<file path="config.mk">
export PLATFORM = sky130hd
export DESIGN_NAME = sobel_sequencer
export DESIGN_NICKNAME = d
export VERILOG_FILES = /design/src/rtl/sobel_pkg.sv /design/src/rtl/sobel_handshake.sv /design/src/rtl/sobel_sequencer.sv
export SDC_FILE = /design/constraint.sdc
export NUM_CORES = 1
export LEC_CHECK = 0
export ABC_AREA = 0
export BUFFER_PORTS_ARGS = -buffer_cell sky130_fd_sc_hd__buf_2
export CAP_MARGIN = 20
export CORE_MARGIN = 4
export CORE_UTILIZATION = 40
export CTS_BUF_LIST = sky130_fd_sc_hd__clkbuf_4
export CTS_CLUSTER_DIAMETER = 100
export DETAILED_ROUTE_END_ITERATION = 8
export PLACE_DENSITY = 0.75
export SLEW_MARGIN = 20
export SYNTH_ARGS = -nofsm -noshare
export SYNTH_HDL_FRONTEND = slang
export SYNTH_SLANG_ARGS = --single-unit
</file>
<file path="constraint.sdc">
create_clock -name clk -period 6 [get_ports clk]
set_input_delay 0.6 -clock clk [delete_from_list [all_inputs] [get_ports clk]]
set_output_delay 0.6 -clock clk [all_outputs]
set_load 0.02 [all_outputs]
</file>
<file path="src/rtl/sobel_pkg.sv">
// sobel_pkg: shared FSM state encoding and default sizes for the Sobel sequencer.
// Latency: n/a (types and constants only).
// Backpressure: n/a.
package sobel_pkg;

  localparam int ADDR_W_DEF = 8;
  localparam int DIM_W_DEF  = 12;

  // A 3x3 window needs at least three rows and three columns.
  localparam int MIN_DIM = 3;

  typedef enum logic [3:0] {
    IDLE,
    LOAD,
    SETTLE,
    FETCH,
    CALC,
    WRITE,
    MOVE,
    MOVE_WAIT,
    DONE
  } state_t;

endpackage

</file>
<file path="src/rtl/sobel_handshake.sv">
// sobel_handshake: holds a request high from entry until its ack is sampled.
// Latency: o_req rises the cycle after i_start, drops the cycle after ack.
// Backpressure: o_req is held for as long as i_ack stays low.
// Ports: i_clk, i_rst (async, active-high), i_start (enter wait),
//        i_ack, o_req (registered), o_fire (req and ack this cycle).
module sobel_handshake (
  input  logic i_clk,
  input  logic i_rst,
  input  logic i_start,
  input  logic i_ack,
  output logic o_req,
  output logic o_fire
);

  logic r_req;

  always_ff @(posedge i_clk or posedge i_rst) begin
    if (i_rst) begin
      r_req <= 1'b0;
    end else if (i_start) begin
      r_req <= 1'b1;
    end else if (r_req && i_ack) begin
      r_req <= 1'b0;
    end
  end

  // An ack only counts while the request is actually outstanding.
  assign o_fire = r_req && i_ack;
  assign o_req  = r_req;

endmodule

</file>
<file path="src/rtl/sobel_sequencer.sv">
// sobel_sequencer: steps a window walker through fetch/calc/write/move per pixel.
// Latency: outputs registered; each step reacts one cycle after its input.
// Backpressure: waits indefinitely in FETCH/CALC/WRITE/MOVE_WAIT for acks.
// Ports: clk, reset (async, active-high); frame_start + width/length/bases in;
//        walker (load_initial/start_move/move_done/all_done), rd, calc, wr
//        handshakes; busy, frame_done, dim_err, pix_count status out.
module sobel_sequencer
  import sobel_pkg::*;
#(
  parameter int ADDR_W = ADDR_W_DEF,
  parameter int DIM_W  = DIM_W_DEF
) (
  input  logic               clk,
  input  logic               reset,
  input  logic               frame_start,
  input  logic [DIM_W-1:0]   width,
  input  logic [DIM_W-1:0]   length,
  input  logic [ADDR_W-1:0]  base_addr_r,
  input  logic [ADDR_W-1:0]  base_addr_w,
  output logic               load_initial,
  output logic               start_move,
  input  logic               move_done,
  input  logic               all_done,
  output logic               rd_req,
  input  logic               rd_ack,
  output logic               calc_start,
  input  logic               calc_done,
  output logic               wr_req,
  input  logic               wr_ack,
  output logic               busy,
  output logic               frame_done,
  output logic               dim_err,
  output logic [2*DIM_W-1:0] pix_count
);

  localparam logic [DIM_W-1:0]   MIN_DIM_V = DIM_W'(MIN_DIM);
  localparam logic [2*DIM_W-1:0] PIX_ONE   = {{(2*DIM_W-1){1'b0}}, 1'b1};

  state_t r_state;
  state_t w_next_state;

  logic w_dims_ok;
  logic w_accept;
  logic w_reject;
  logic w_rd_start;
  logic w_wr_start;
  logic w_rd_fire;
  logic w_wr_fire;

  logic r_load_initial;
  logic r_start_move;
  logic r_calc_start;
  logic r_busy;
  logic r_frame_done;
  logic r_dim_err;
  logic [2*DIM_W-1:0] r_pix_count;

  // Frame geometry is captured at acceptance and held for the address
  // generators that sit beside the walker; nothing in here reads it back.
  logic [DIM_W-1:0]  r_width;
  logic [DIM_W-1:0]  r_length;
  logic [ADDR_W-1:0] r_base_addr_r;
  logic [ADDR_W-1:0] r_base_addr_w;
  logic              w_unused_cfg;

  assign w_unused_cfg = ^{r_width, r_length, r_base_addr_r, r_base_addr_w};

  assign w_dims_ok = (width >= MIN_DIM_V) && (length >= MIN_DIM_V);

  always_comb begin
    w_next_state = r_state;
    w_accept     = 1'b0;
    w_reject     = 1'b0;
    case (r_state)
      IDLE: begin
        if (frame_start) begin
          if (w_dims_ok) begin
            w_next_state = LOAD;
            w_accept     = 1'b1;
          end else begin
            w_reject = 1'b1;
          end
        end
      end
      LOAD:      w_next_state = SETTLE;
      SETTLE:    w_next_state = FETCH;
      FETCH:     if (w_rd_fire) w_next_state = CALC;
      // calc_done is honoured from the very first CALC cycle.
      CALC:      if (calc_done) w_next_state = WRITE;
      WRITE:     if (w_wr_fire) w_next_state = MOVE;
      MOVE:      w_next_state = MOVE_WAIT;
      MOVE_WAIT: begin
        if (move_done) begin
          w_next_state = all_done ? DONE : FETCH;
        end
      end
      DONE:      w_next_state = IDLE;
      default:   w_next_state = IDLE;
    endcase
  end

  // Requests are armed on state entry so they appear registered in that state.
  assign w_rd_start = (w_next_state == FETCH) && (r_state != FETCH);
  assign w_wr_start = (w_next_state == WRITE) && (r_state != WRITE);

  sobel_handshake u_rd_hs (
    .i_clk   (clk),
    .i_rst   (reset),
    .i_start (w_rd_start),
    .i_ack   (rd_ack),
    .o_req   (rd_req),
    .o_fire  (w_rd_fire)
  );

  sobel_handshake u_wr_hs (
    .i_clk   (clk),
    .i_rst   (reset),
    .i_start (w_wr_start),
    .i_ack   (wr_ack),
    .o_req   (wr_req),
    .o_fire  (w_wr_fire)
  );

  // Outputs are decoded from the next state and registered, so each one
  // lines up exactly with the state it belongs to.
  always_ff @(posedge clk or posedge reset) begin
    if (reset) begin
      r_state        <= IDLE;
      r_load_initial <= 1'b0;
      r_start_move   <= 1'b0;
      r_calc_start   <= 1'b0;
      r_busy         <= 1'b0;
      r_frame_done   <= 1'b0;
      r_dim_err      <= 1'b0;
      r_pix_count    <= '0;
      r_width        <= '0;
      r_length       <= '0;
      r_base_addr_r  <= '0;
      r_base_addr_w  <= '0;
    end else begin
      r_state        <= w_next_state;
      r_load_initial <= (w_next_state == LOAD);
      r_start_move   <= (w_next_state == MOVE);
      r_calc_start   <= (w_next_state == CALC) && (r_state != CALC);
      r_busy         <= (w_next_state != IDLE);
      r_frame_done   <= (w_next_state == DONE);
      r_dim_err      <= w_reject;
      if (w_accept) begin
        r_width       <= width;
        r_length      <= length;
        r_base_addr_r <= base_addr_r;
        r_base_addr_w <= base_addr_w;
        r_pix_count   <= '0;
      end else if (w_wr_fire && !(&r_pix_count)) begin
        r_pix_count <= r_pix_count + PIX_ONE;
      end
    end
  end

  assign load_initial = r_load_initial;
  assign start_move   = r_start_move;
  assign calc_start   = r_calc_start;
  assign busy         = r_busy;
  assign frame_done   = r_frame_done;
  assign dim_err      = r_dim_err;
  assign pix_count    = r_pix_count;

endmodule

</file>
==> metrics.txt <==
outcome finished, final reports clean; chip width 76.84 µm; Final Non-Filler Cells 321; cts repair resizes 0; Pins Over Slew Limit 0; Most used DFF post-synth dfrtp_1; GRT Util Overall between 10% and 20%; GPL Wtd Cong around 0.8; ANT cells 0; switch share 34.05%; die area a little under 6000 µm²; cell area power density between 200 and 300 nW/µm²; slew margin rel. 47.49%; H-tree depth 2; post-DP HPWL 3.332 mm; Hold Vio Cnt, Final 0; setup TNS 0 ns; Worst-path clk slew between 0.1 and 0.15 ns; antenna violations before repair 0; Root Buffer clkbuf_4; RSZ-0062 raised after global routing false; worst clock skew 0.01487 ns; Hold Crit Class in -> async; Clk Latency, worst-skew pair around 0.34 ns; post-DR wirelength/cell approximately 14 µm; Crit. End Element flop; fmax about 430 MHz; Final #Nets 317; post-synth top area share around 48%; clock power share ~27%; Setup violations, final 0; clk sink count 36; post-synthesis cell area between 1500 and 2000 µm²; die height about 77 µm; drt total wl around 4.5 mm; Max Cap Viol 0; IO buf count 63; CP startpoint kind flop; count leader, synth dfrtp_1; Worst Path Max Fanout 15; Clock Tree Buf Depth 2; Synth-to-Final Area Change 23.50%; Area contributors post-synth dfrtp_1, nor2_1, xor2_1; Synth Register Bits 36; drt drc 0; Final period util approximately two fifths; net switching power between 200 and 250 µW; largest net degree at the start of global routing 37; via-per-instance ratio 5.548; Seq/Total Area, Yosys 47.52%; Crit Path Class reg -> reg; DR vias 1781; Post-synth EDFFs 0; DRT iter0 DRCs roughly 100; DRT Pass-1 Iters 6; CP Data Required Time 6.26 ns; Placed Area around 2300 µm²; hold_buf cts 0; post-synth cell types 36; leakage roughly 0.0011 µW; Max VDD drop around 0.17 mV; Yosys warnings 0; Layout fillers 421; num ports 80; placed insts between 300 and 400; Post-CTS Setup Inserts 0; Mapped Nets roughly 250; share of layout cells above drive strength 1 just under 30%; initial core utilization between 40 and 50%; Async SR Flop Fraction 100.0%; core box area about 4500 µm²; vias in the first global route approximately 1800; area leader, netlist dfrtp_1; gr ovfl total 0; min Tclk post-route 2.328 ns; number of nets still failing antenna checks after routing 0; Power Internal 413.7 µW; Final Cell Area 2341 µm²; Num CTS Buffers 5; CP arrival 2.58 ns; mean area per synthesized cell 9.292 µm²; row cnt 24; most frequent cells after synthesis dfrtp_1, nor2_1, a21oi_1, nand2_1, xor2_1; CTS tree built; gate count of the mapped netlist a little over 200; worst slew pin tran about 0.78 ns; Seq pwr share 47.9%; Comb power frac about a quarter; first-pass GRT wire length 7.686 mm
-- worst max-delay path, stage by stage, from the launching register on --
cell      delay, ns
dfrtp_1        0.45
nand4_2        0.17
or4_1          0.76
o21bai_2       0.55
o31ai_1        0.15
a21oi_1        0.17
-- placed cells by master, fill, tap and decap left out, drive strengths merged, types with 2 or more instances in the layout --
| cell type | count |
|---|---|
| and4 | 4 |
| nand3 | 9 |
| or3 | 5 |
| nor4b | 2 |
| o31ai | 3 |
| o21ai | 10 |
| and2 | 4 |
| a31oi | 2 |
| a21oi | 11 |
| nor2 | 25 |
| xor2 | 10 |
| nand2b | 2 |
| xnor2 | 4 |
| nor3 | 7 |
| inv | 8 |
| and3 | 8 |
| o32ai | 2 |
| buf | 65 |
| or4 | 5 |
| dfrtp | 36 |
| nand4 | 9 |
| a311oi | 2 |
| nor4 | 7 |
| clkbuf | 5 |
| nand2 | 11 |
| a211oi | 2 |
| o2111ai | 2 |
-- sequential cells by signal (all words and copies together) (netlist names) --
signal / count
start_move: 1
dim_err: 1
frame_done: 1
load_initial: 1
pix_count: 24
calc_start: 1
r_state: 4
busy: 1
u_rd_hs.o_req: 1
u_wr_hs.o_req: 1
-- final cells by class --
type / instances / area (µm²) / share of cell area (%)
Multi-Input combinational cell: 152 / 934.6 / 39.93
Timing Repair Buffer: 65 / 330.3 / 14.11
Tap cell: 52 / 65.06 / 2.779
Clock inverter: 3 / 42.54 / 1.817
Clock buffer: 5 / 37.54 / 1.603
Sequential cell: 36 / 900.9 / 38.48
Inverter: 8 / 30.03 / 1.283
-- per-stage QoR --
stage / hold WS [ns] / util [%] / setup slack (ns) / total power (µW)
finish: 0.3349 / 52.32 / 3.672 / 627.3
global route: 0.3599 / 52.32 / 3.489 / 674.8
CTS: 0.3485 / 52.32 / 3.678 / 635.3
detailed placement: 0.5354 / 50.53 / 3.721 / 461.9
global placement: 0.5398 / 50.53 / 3.802 / 459.2
floorplan: 0.4994 / - / 3.939 / 411.8
-- power by group through the flow --
stage	clock network [µW]	logic [µW]	registers, µW
after detailed placement	0	157	305
after global routing	189	178	307
final	171	156	300
after global placement	0	155	304
after floorplan	0	99.8	312
after CTS	177	158	300
-- final timing paths --
path | from | endpoint | slack (ns) | cells past startpoint
worst min register to register | r_state[1]$_DFF_PP0_ | start_move$_DFF_PP0_ | 0.56 | 1
worst max register to register | pix_count[5]$_DFFE_PP0P_ | pix_count[17]$_DFFE_PP0P_ | 3.67 | 5
worst min-delay path | reset | pix_count[10]$_DFFE_PP0P_ | 0.33 | 3
max in group asynchronous | reset | pix_count[2]$_DFFE_PP0P_ | 5.32 | 3
min in group clk | rd_ack | u_rd_hs.o_req$_DFFE_PP0P_ | 0.48 | 2
worst max-delay path | pix_count[5]$_DFFE_PP0P_ | pix_count[17]$_DFFE_PP0P_ | 3.67 | 5
-- layer usage --
| layer | routed length [µm] | global-route usage (%) | vias up |
|---|---|---|---|
| met4 | 115 | 7.428 | 0 |
| met3 | 178 | 3.864 | 13 |
| met2 | 2261 | 26.92 | 45 |
| met5 | 0 | 0 | - |
| met1 | 1980 | 18.72 | 848 |
| li1 | - | - | 875 |
-- cell families (layout without fill, tap and decap cells) --
logic type	count (synthesis)	count (layout)	share of synthesized area, %
buffers and inverters	16	81	3.432
muxes	1	1	0.5281
DFF	36	36	47.52
AOI/OAI and AO/OA	36	36	11.95
adders and majority gates	1	1	0.6600
and+or+nand+nor	100	100	29.44
xor gates and xnor gates	14	14	6.468
(Power assumes the default switching activity.)
